[src/rtl/cc_rowcomp_pkg.sv]
// Shared types and pattern constants for the row compositor.
package cc_rowcomp_pkg;

    // Frame command modes; codes 6 and 7 fall back to SPRITE.
    typedef enum logic [2:0] {
        MODE_CLEAR       = 3'd0,
        MODE_PASS        = 3'd1,
        MODE_SCROLL      = 3'd2,
        MODE_WALL        = 3'd3,
        MODE_SPRITE      = 3'd4,
        MODE_SCROLL_WRAP = 3'd5
    } mode_t;

    // Compositor control state.
    typedef enum logic {
        ST_IDLE   = 1'b0,
        ST_SCROLL = 1'b1
    } state_t;

    // Pattern rows, element 0 is the top row of the frame.
    localparam int WALL_ROWS   = 4;
    localparam int SPRITE_ROWS = 7;

    localparam logic [7:0] WALL_PAT [WALL_ROWS] = '{
        8'hF0, 8'hF0, 8'hF0, 8'hF0
    };

    localparam logic [7:0] SPRITE_PAT [SPRITE_ROWS] = '{
        8'h42, 8'h3C, 8'h3C, 8'h42, 8'h66, 8'h00, 8'h00
    };

endpackage

[src/rtl/cc_row_compositor_if.sv]
// Command/frame bundle between game logic, the compositor and the scan driver.
// Handshake: load, tick and abort are single-cycle strobes sampled on the
// rising clock edge; there is no ready path, the compositor drops loads that
// arrive while busy. done is a one-cycle completion pulse, frame/busy/done
// are registered.
interface cc_row_compositor_if #(
    parameter int ROWS  = 7,
    parameter int WIDTH = 8,
    parameter int CW    = $clog2(ROWS + 1)
);
    import cc_rowcomp_pkg::*;

    logic [2:0]            CC_ROWCOMP_mode_InBUS;
    logic                  CC_ROWCOMP_load_In;
    logic                  CC_ROWCOMP_tick_In;
    logic                  CC_ROWCOMP_abort_In;
    logic [CW-1:0]         CC_ROWCOMP_shiftCount_InBUS;
    logic [ROWS*WIDTH-1:0] CC_ROWCOMP_data_InBUS;
    logic [ROWS*WIDTH-1:0] CC_ROWCOMP_frame_OutBUS;
    logic                  CC_ROWCOMP_busy_Out;
    logic                  CC_ROWCOMP_done_Out;
    state_t                stateDbg;

    modport master (
        output CC_ROWCOMP_mode_InBUS, CC_ROWCOMP_load_In, CC_ROWCOMP_tick_In,
               CC_ROWCOMP_abort_In, CC_ROWCOMP_shiftCount_InBUS, CC_ROWCOMP_data_InBUS,
        input  CC_ROWCOMP_frame_OutBUS, CC_ROWCOMP_busy_Out, CC_ROWCOMP_done_Out, stateDbg
    );

    modport slave (
        input  CC_ROWCOMP_mode_InBUS, CC_ROWCOMP_load_In, CC_ROWCOMP_tick_In,
               CC_ROWCOMP_abort_In, CC_ROWCOMP_shiftCount_InBUS, CC_ROWCOMP_data_InBUS,
        output CC_ROWCOMP_frame_OutBUS, CC_ROWCOMP_busy_Out, CC_ROWCOMP_done_Out, stateDbg
    );
endinterface

[src/rtl/cc_rowcomp_shifter.sv]
// One-row downward shift of a packed frame; the top row is either zero or
// the old bottom row when wrap is set.
module cc_rowcomp_shifter #(
    parameter int ROWS  = 7,
    parameter int WIDTH = 8
) (
    input  logic [ROWS*WIDTH-1:0] frameIn,
    input  logic                  wrap,
    output logic [ROWS*WIDTH-1:0] frameOut
);

    // Each row takes the row above it; the top row is refilled.
    always_comb begin
        frameOut = '0;
        for (int r = 0; r < ROWS - 1; r++) begin
            frameOut[r*WIDTH +: WIDTH] = frameIn[(r+1)*WIDTH +: WIDTH];
        end
        frameOut[(ROWS-1)*WIDTH +: WIDTH] = wrap ? frameIn[0 +: WIDTH] : '0;
    end

endmodule

[src/rtl/cc_row_compositor.sv]
// Row-frame compositor: loads blank/pass/pattern frames and scrolls the input
// frame down one row per tick for a programmed number of steps.
module cc_row_compositor
    import cc_rowcomp_pkg::*;
#(
    parameter int ROWS  = 7,
    parameter int WIDTH = 8,
    parameter int CW    = $clog2(ROWS + 1)
) (
    input  logic                 CC_ROWCOMP_CLOCK_50,
    input  logic                 CC_ROWCOMP_RESET_InLow,
    cc_row_compositor_if.slave   bus
);

    localparam int FW = ROWS * WIDTH;

    state_t          state;
    logic [FW-1:0]   frameReg;
    logic [FW-1:0]   shiftedFrame;
    logic [FW-1:0]   wallFrame;
    logic [FW-1:0]   spriteFrame;
    logic [CW-1:0]   stepCount;
    logic            scrollWrap;
    logic            busyReg;
    logic            doneReg;
    mode_t           modeSel;

    assign modeSel = mode_t'(bus.CC_ROWCOMP_mode_InBUS);

    // Fixed patterns, placed in the low 8 bits of each row, top row first.
    for (genvar r = 0; r < ROWS; r++) begin : g_pattern
        localparam int TOP_IDX = ROWS - 1 - r;
        if (TOP_IDX < WALL_ROWS) begin : g_wall
            assign wallFrame[r*WIDTH +: WIDTH] = WIDTH'(WALL_PAT[TOP_IDX]);
        end else begin : g_wall_zero
            assign wallFrame[r*WIDTH +: WIDTH] = '0;
        end
        if (TOP_IDX < SPRITE_ROWS) begin : g_sprite
            assign spriteFrame[r*WIDTH +: WIDTH] = WIDTH'(SPRITE_PAT[TOP_IDX]);
        end else begin : g_sprite_zero
            assign spriteFrame[r*WIDTH +: WIDTH] = '0;
        end
    end

    cc_rowcomp_shifter #(
        .ROWS  (ROWS),
        .WIDTH (WIDTH)
    ) u_shifter (
        .frameIn  (frameReg),
        .wrap     (scrollWrap),
        .frameOut (shiftedFrame)
    );

    // Command FSM with the step counter, frame register and status flags.
    always_ff @(posedge CC_ROWCOMP_CLOCK_50 or negedge CC_ROWCOMP_RESET_InLow) begin
        if (!CC_ROWCOMP_RESET_InLow) begin
            state      <= ST_IDLE;
            frameReg   <= '0;
            stepCount  <= '0;
            scrollWrap <= 1'b0;
            busyReg    <= 1'b0;
            doneReg    <= 1'b0;
        end else begin
            doneReg <= 1'b0;
            case (state)
                ST_IDLE: begin
                    if (bus.CC_ROWCOMP_load_In) begin
                        case (modeSel)
                            MODE_CLEAR: begin
                                frameReg <= '0;
                                doneReg  <= 1'b1;
                            end
                            MODE_PASS: begin
                                frameReg <= bus.CC_ROWCOMP_data_InBUS;
                                doneReg  <= 1'b1;
                            end
                            MODE_SCROLL, MODE_SCROLL_WRAP: begin
                                frameReg <= bus.CC_ROWCOMP_data_InBUS;
                                if (bus.CC_ROWCOMP_shiftCount_InBUS == '0) begin
                                    doneReg <= 1'b1;
                                end else begin
                                    state      <= ST_SCROLL;
                                    busyReg    <= 1'b1;
                                    stepCount  <= bus.CC_ROWCOMP_shiftCount_InBUS;
                                    scrollWrap <= (modeSel == MODE_SCROLL_WRAP);
                                end
                            end
                            MODE_WALL: begin
                                frameReg <= wallFrame;
                                doneReg  <= 1'b1;
                            end
                            default: begin
                                frameReg <= spriteFrame;
                                doneReg  <= 1'b1;
                            end
                        endcase
                    end
                end
                ST_SCROLL: begin
                    // Abort wins over a coincident tick and leaves the frame as is.
                    if (bus.CC_ROWCOMP_abort_In) begin
                        state   <= ST_IDLE;
                        busyReg <= 1'b0;
                    end else if (bus.CC_ROWCOMP_tick_In) begin
                        frameReg  <= shiftedFrame;
                        stepCount <= stepCount - CW'(1);
                        if (stepCount == CW'(1)) begin
                            state   <= ST_IDLE;
                            busyReg <= 1'b0;
                            doneReg <= 1'b1;
                        end
                    end
                end
                default: begin
                    state   <= ST_IDLE;
                    busyReg <= 1'b0;
                end
            endcase
        end
    end

    assign bus.CC_ROWCOMP_frame_OutBUS = frameReg;
    assign bus.CC_ROWCOMP_busy_Out     = busyReg;
    assign bus.CC_ROWCOMP_done_Out     = doneReg;
    assign bus.stateDbg                = state;

endmodule

[src/flat_wrapper.sv]
// flat-port wrapper written by rule: the top's interface ports become plain ports
module cc_row_compositor_flat import cc_rowcomp_pkg::*;
#(
    parameter int ROWS  = 7,
    parameter int WIDTH = 8,
    parameter int CW    = $clog2(ROWS + 1)
)
  (CC_ROWCOMP_CLOCK_50, CC_ROWCOMP_RESET_InLow, bus_CC_ROWCOMP_mode_InBUS, bus_CC_ROWCOMP_load_In, bus_CC_ROWCOMP_tick_In, bus_CC_ROWCOMP_abort_In, bus_CC_ROWCOMP_shiftCount_InBUS, bus_CC_ROWCOMP_data_InBUS, bus_CC_ROWCOMP_frame_OutBUS, bus_CC_ROWCOMP_busy_Out, bus_CC_ROWCOMP_done_Out, bus_stateDbg);
  cc_row_compositor_if #(.ROWS(ROWS), .WIDTH(WIDTH), .CW(CW)) bus_i ();
  input  logic CC_ROWCOMP_CLOCK_50;
  input  logic CC_ROWCOMP_RESET_InLow;
  input wire logic [$bits(bus_i.CC_ROWCOMP_mode_InBUS)-1:0] bus_CC_ROWCOMP_mode_InBUS;
  input wire logic [$bits(bus_i.CC_ROWCOMP_load_In)-1:0] bus_CC_ROWCOMP_load_In;
  input wire logic [$bits(bus_i.CC_ROWCOMP_tick_In)-1:0] bus_CC_ROWCOMP_tick_In;
  input wire logic [$bits(bus_i.CC_ROWCOMP_abort_In)-1:0] bus_CC_ROWCOMP_abort_In;
  input wire logic [$bits(bus_i.CC_ROWCOMP_shiftCount_InBUS)-1:0] bus_CC_ROWCOMP_shiftCount_InBUS;
  input wire logic [$bits(bus_i.CC_ROWCOMP_data_InBUS)-1:0] bus_CC_ROWCOMP_data_InBUS;
  output wire logic [$bits(bus_i.CC_ROWCOMP_frame_OutBUS)-1:0] bus_CC_ROWCOMP_frame_OutBUS;
  output wire logic [$bits(bus_i.CC_ROWCOMP_busy_Out)-1:0] bus_CC_ROWCOMP_busy_Out;
  output wire logic [$bits(bus_i.CC_ROWCOMP_done_Out)-1:0] bus_CC_ROWCOMP_done_Out;
  output wire logic [$bits(bus_i.stateDbg)-1:0] bus_stateDbg;
  assign bus_i.CC_ROWCOMP_mode_InBUS = bus_CC_ROWCOMP_mode_InBUS;
  assign bus_i.CC_ROWCOMP_load_In = bus_CC_ROWCOMP_load_In;
  assign bus_i.CC_ROWCOMP_tick_In = bus_CC_ROWCOMP_tick_In;
  assign bus_i.CC_ROWCOMP_abort_In = bus_CC_ROWCOMP_abort_In;
  assign bus_i.CC_ROWCOMP_shiftCount_InBUS = bus_CC_ROWCOMP_shiftCount_InBUS;
  assign bus_i.CC_ROWCOMP_data_InBUS = bus_CC_ROWCOMP_data_InBUS;
  assign bus_CC_ROWCOMP_frame_OutBUS = bus_i.CC_ROWCOMP_frame_OutBUS;
  assign bus_CC_ROWCOMP_busy_Out = bus_i.CC_ROWCOMP_busy_Out;
  assign bus_CC_ROWCOMP_done_Out = bus_i.CC_ROWCOMP_done_Out;
  assign bus_stateDbg = bus_i.stateDbg;
  cc_row_compositor #(.ROWS(ROWS), .WIDTH(WIDTH), .CW(CW)) u_core (.CC_ROWCOMP_CLOCK_50(CC_ROWCOMP_CLOCK_50), .CC_ROWCOMP_RESET_InLow(CC_ROWCOMP_RESET_InLow), .bus(bus_i));
endmodule
[config.mk]
export PLATFORM = sky130hd
export DESIGN_NAME = cc_row_compositor_flat
export DESIGN_NICKNAME = d
export VERILOG_FILES = /design/src/rtl/cc_rowcomp_pkg.sv /design/src/rtl/cc_row_compositor_if.sv /design/src/rtl/cc_rowcomp_shifter.sv /design/src/rtl/cc_row_compositor.sv /design/src/flat_wrapper.sv
export SDC_FILE = /design/constraint.sdc
export NUM_CORES = 1
export LEC_CHECK = 0
export CAP_MARGIN = 20
export CORE_ASPECT_RATIO = 1.2
export CORE_MARGIN = 4
export CORE_UTILIZATION = 43
export CTS_BUF_LIST = sky130_fd_sc_hd__clkbuf_16
export DETAILED_ROUTE_END_ITERATION = 10
export PLACE_DENSITY_LB_ADDON = 0.3
export SLEW_MARGIN = 20
export SYNTH_ARGS = -nofsm -noshare
export SYNTH_HDL_FRONTEND = slang
export SYNTH_SLANG_ARGS = --single-unit
[constraint.sdc]
create_clock -name CC_ROWCOMP_CLOCK_50 -period 1.7 [get_ports CC_ROWCOMP_CLOCK_50]
set_input_delay 0.255 -clock CC_ROWCOMP_CLOCK_50 [delete_from_list [all_inputs] [get_ports CC_ROWCOMP_CLOCK_50]]
set_output_delay 0.255 -clock CC_ROWCOMP_CLOCK_50 [all_outputs]
set_load 0.02 [all_outputs]
==> metrics.txt <==
Commonest cells post-synth nor2_1, dfrtp_1, o21ai_0; CTS Buf Count 9; Final period util 0.975; MaxCap Viol Count 0; number of flops mapped to enable cells by yosys 0; Initial DRC Count 300; CP cell instances clkdlybuf4s50_1, or3b_4, a21oi_2, buf_12, buf_12, a221oi_1, nor2_1; delay-heaviest family, CP buffers and inverters; Starting Density 0.442; worst reg2reg path depth 5; Worst Path Class, Setup input pin to register; CTS tree yes; r2r endpoint u_core.stepCount[0]; Longest Clk Path Bufs 2; CTS root buffer clkbuf_16; Slew Limit Headroom 0.666; final worst slack 42.9 ps; antenna cells 0; Synth warnings 0; Critical Path End Type register; maximum VDD drop 0.000754 V; CP max FO 11; GRT Util Overall 0.251; fillers 555; Final Setup Violations 0; synthesized area per cell 8.92 um^2; Vias 3334; PwrDens 1220 nW/um^2; Critical Path AT 1910 ps; H-Tree Depth 3; initial antenna violation count 0; remaining routing DRC violations 0; Fin. Hold Viols 0; Clock Skews 6.61 ps; PortBufs 125; GP Congestion 0.901; status finished clean; synthesized cell area 3030 um^2; distinct cell type count after synthesis 31; actual slew at the worst max-slew pin 501 ps; first-pass GRT wire length 16.9 mm; setup_tns 0 ps; RR Startpoint u_core.bus.stateDbg; Critical Path Source Type input pin; Fmax 603 MHz; Net count, final 559; Min Clock Period, post-route 1660 ps; Synth top area share 0.520; placed instance area 4680 um^2; Seq cells post-synth 63; Gate Count Post-Synth 340; dpl hpwl 7.78 mm; total gr overflow 0; Core Area 6850 um^2; ys async rst share 1.00; Die Y 100 um; die area 8460 um^2; top_reg_cell synth dfrtp_1; leak pwr 2.09 nW; IO Pins 126; Die Width 84.7 um; clk sink count 63; CP peak stage delay 520 ps; CP required 1950 ps; antenna viol nets, final 0; Slowest cell on crit path clkdlybuf4s50_1; Routed WL per cell 18.1 um; Slew Limit Fails 0; RSZ-0062 raised after global routing true; Layout Area Growth over Synthesis 65.4%; vias in the first global route 3381; row count 33; Seq/Total Area, Yosys 0.520; layout cell share with drive strength beyond 1 0.127; Place WS -260 ps; most used cell, CP buf_12; DR vias/cell 5.73; clk slew on worst S/H paths 50 ps; Final Cell Area 5010 um^2; CP Depth 7; synthesized net count 409; WL final 10.5 mm; largest net degree at the start of global routing 50; top-count cell post-synth nor2_1; Design Power 6.14 mW; Hold Path Class input pin to async pin; Buf+Inv Stages, Crit Path 3; cell taking the most area after synthesis dfrtp_1; Worst-Skew Late Latency 320 ps; r2r setup slk 100 ps; synth top area cells dfrtp_1, nor2_1, a221oi_1, o21ai_0, a21oi_1; drt first pass iters 5
[flip-flops by register name (all words and copies together) (netlist names)]
register / flops
u_core.bus.CC_ROWCOMP_frame_OutBUS: 56
u_core.stepCount: 3
u_core.bus.CC_ROWCOMP_busy_Out: 1
u_core.bus.CC_ROWCOMP_done_Out: 1
u_core.bus.stateDbg: 1
u_core.scrollWrap: 1
[metrics by stage]
stage	std cells	util	hold WS, ps
global route	582	0.732	485
detailed placement	565	0.683	246
finish	582	0.732	445
global placement	565	0.683	246
CTS	582	0.730	448
floorplan	340	-	-40.6
[power breakdown]
part	internal [mW]	leakage, nW	switching [mW]
clock network	1.27	0.153	0.657
logic	1.03	1.19	1.05
registers	1.83	0.750	0.315
[cells by family (layout without fill, tap and decap cells)]
kind of cell / Yosys count / after routing / share of synthesized area
AO/OA/AOI/OAI: 125 / 125 / 0.260
adder cells (fa/ha/maj): 2 / 2 / 0.00825
AND/OR/NAND/NOR: 122 / 122 / 0.171
buffers and inverters: 28 / 183 / 0.0404
flip-flops: 63 / 63 / 0.520
[worst max path at each step]
| stage | start | endpoint | slack, ps |
|---|---|---|---|
| floorplan | u_core.bus.stateDbg | u_core.bus.CC_ROWCOMP_frame_OutBUS[10] | 110 |
| global placement | bus_CC_ROWCOMP_mode_InBUS[1] | u_core.bus.CC_ROWCOMP_frame_OutBUS[50] | -240 |
| detailed placement | bus_CC_ROWCOMP_mode_InBUS[1] | u_core.bus.CC_ROWCOMP_frame_OutBUS[51] | -260 |
| CTS | bus_CC_ROWCOMP_mode_InBUS[1] | u_core.bus.CC_ROWCOMP_frame_OutBUS[51] | 50 |
| global route | bus_CC_ROWCOMP_mode_InBUS[1] | u_core.bus.CC_ROWCOMP_frame_OutBUS[51] | -7 |
| finish | bus_CC_ROWCOMP_mode_InBUS[1] | u_core.bus.CC_ROWCOMP_frame_OutBUS[1] | 40 |
[routing by layer]
metal,GRT usage,up-vias,part of all wire
li1,-,1526,-
met1,0.314,1604,0.39
met2,0.423,174,0.50
met3,0.0427,30,0.068
met4,0.122,0,0.034
met5,0,-,0
[layout make-up]
class | instances | area [um^2] | share of cell area
timing repair buffer | 164 | 1650 | 0.330
inverter | 3 | 11.3 | 0.00225
clock buffer | 9 | 225 | 0.0449
tap | 87 | 109 | 0.0217
clock inverter | 7 | 88.8 | 0.0177
multi-input combinational | 249 | 1350 | 0.269
sequential | 63 | 1580 | 0.315
[cells in the final DEF (no fill, tap or decap), types with 3 or more instances in the layout]
| master | n |
|---|---|
| clkdlybuf4s50_1 | 124 |
| nor2_1 | 73 |
| dfrtp_1 | 62 |
| o21ai_0 | 44 |
| a21oi_1 | 31 |
| buf_4 | 29 |
| a221oi_1 | 28 |
| nand2_1 | 27 |
| clkbuf_16 | 9 |
| buf_12 | 9 |
| a21o_1 | 6 |
| nand2b_1 | 5 |
| a31oi_1 | 5 |
| inv_1 | 4 |
| nand3b_1 | 4 |
| o31ai_1 | 3 |
[what timing repair did]
item | in CTS | in global routing
hold buffers | 1 | 0
endpoints found under the setup margin | 0 | 2
resized for setup | 0 | 2
hold endpoints to repair | 17 | 0
setup buffers | 0 | 0
(Power assumes the default switching activity.)
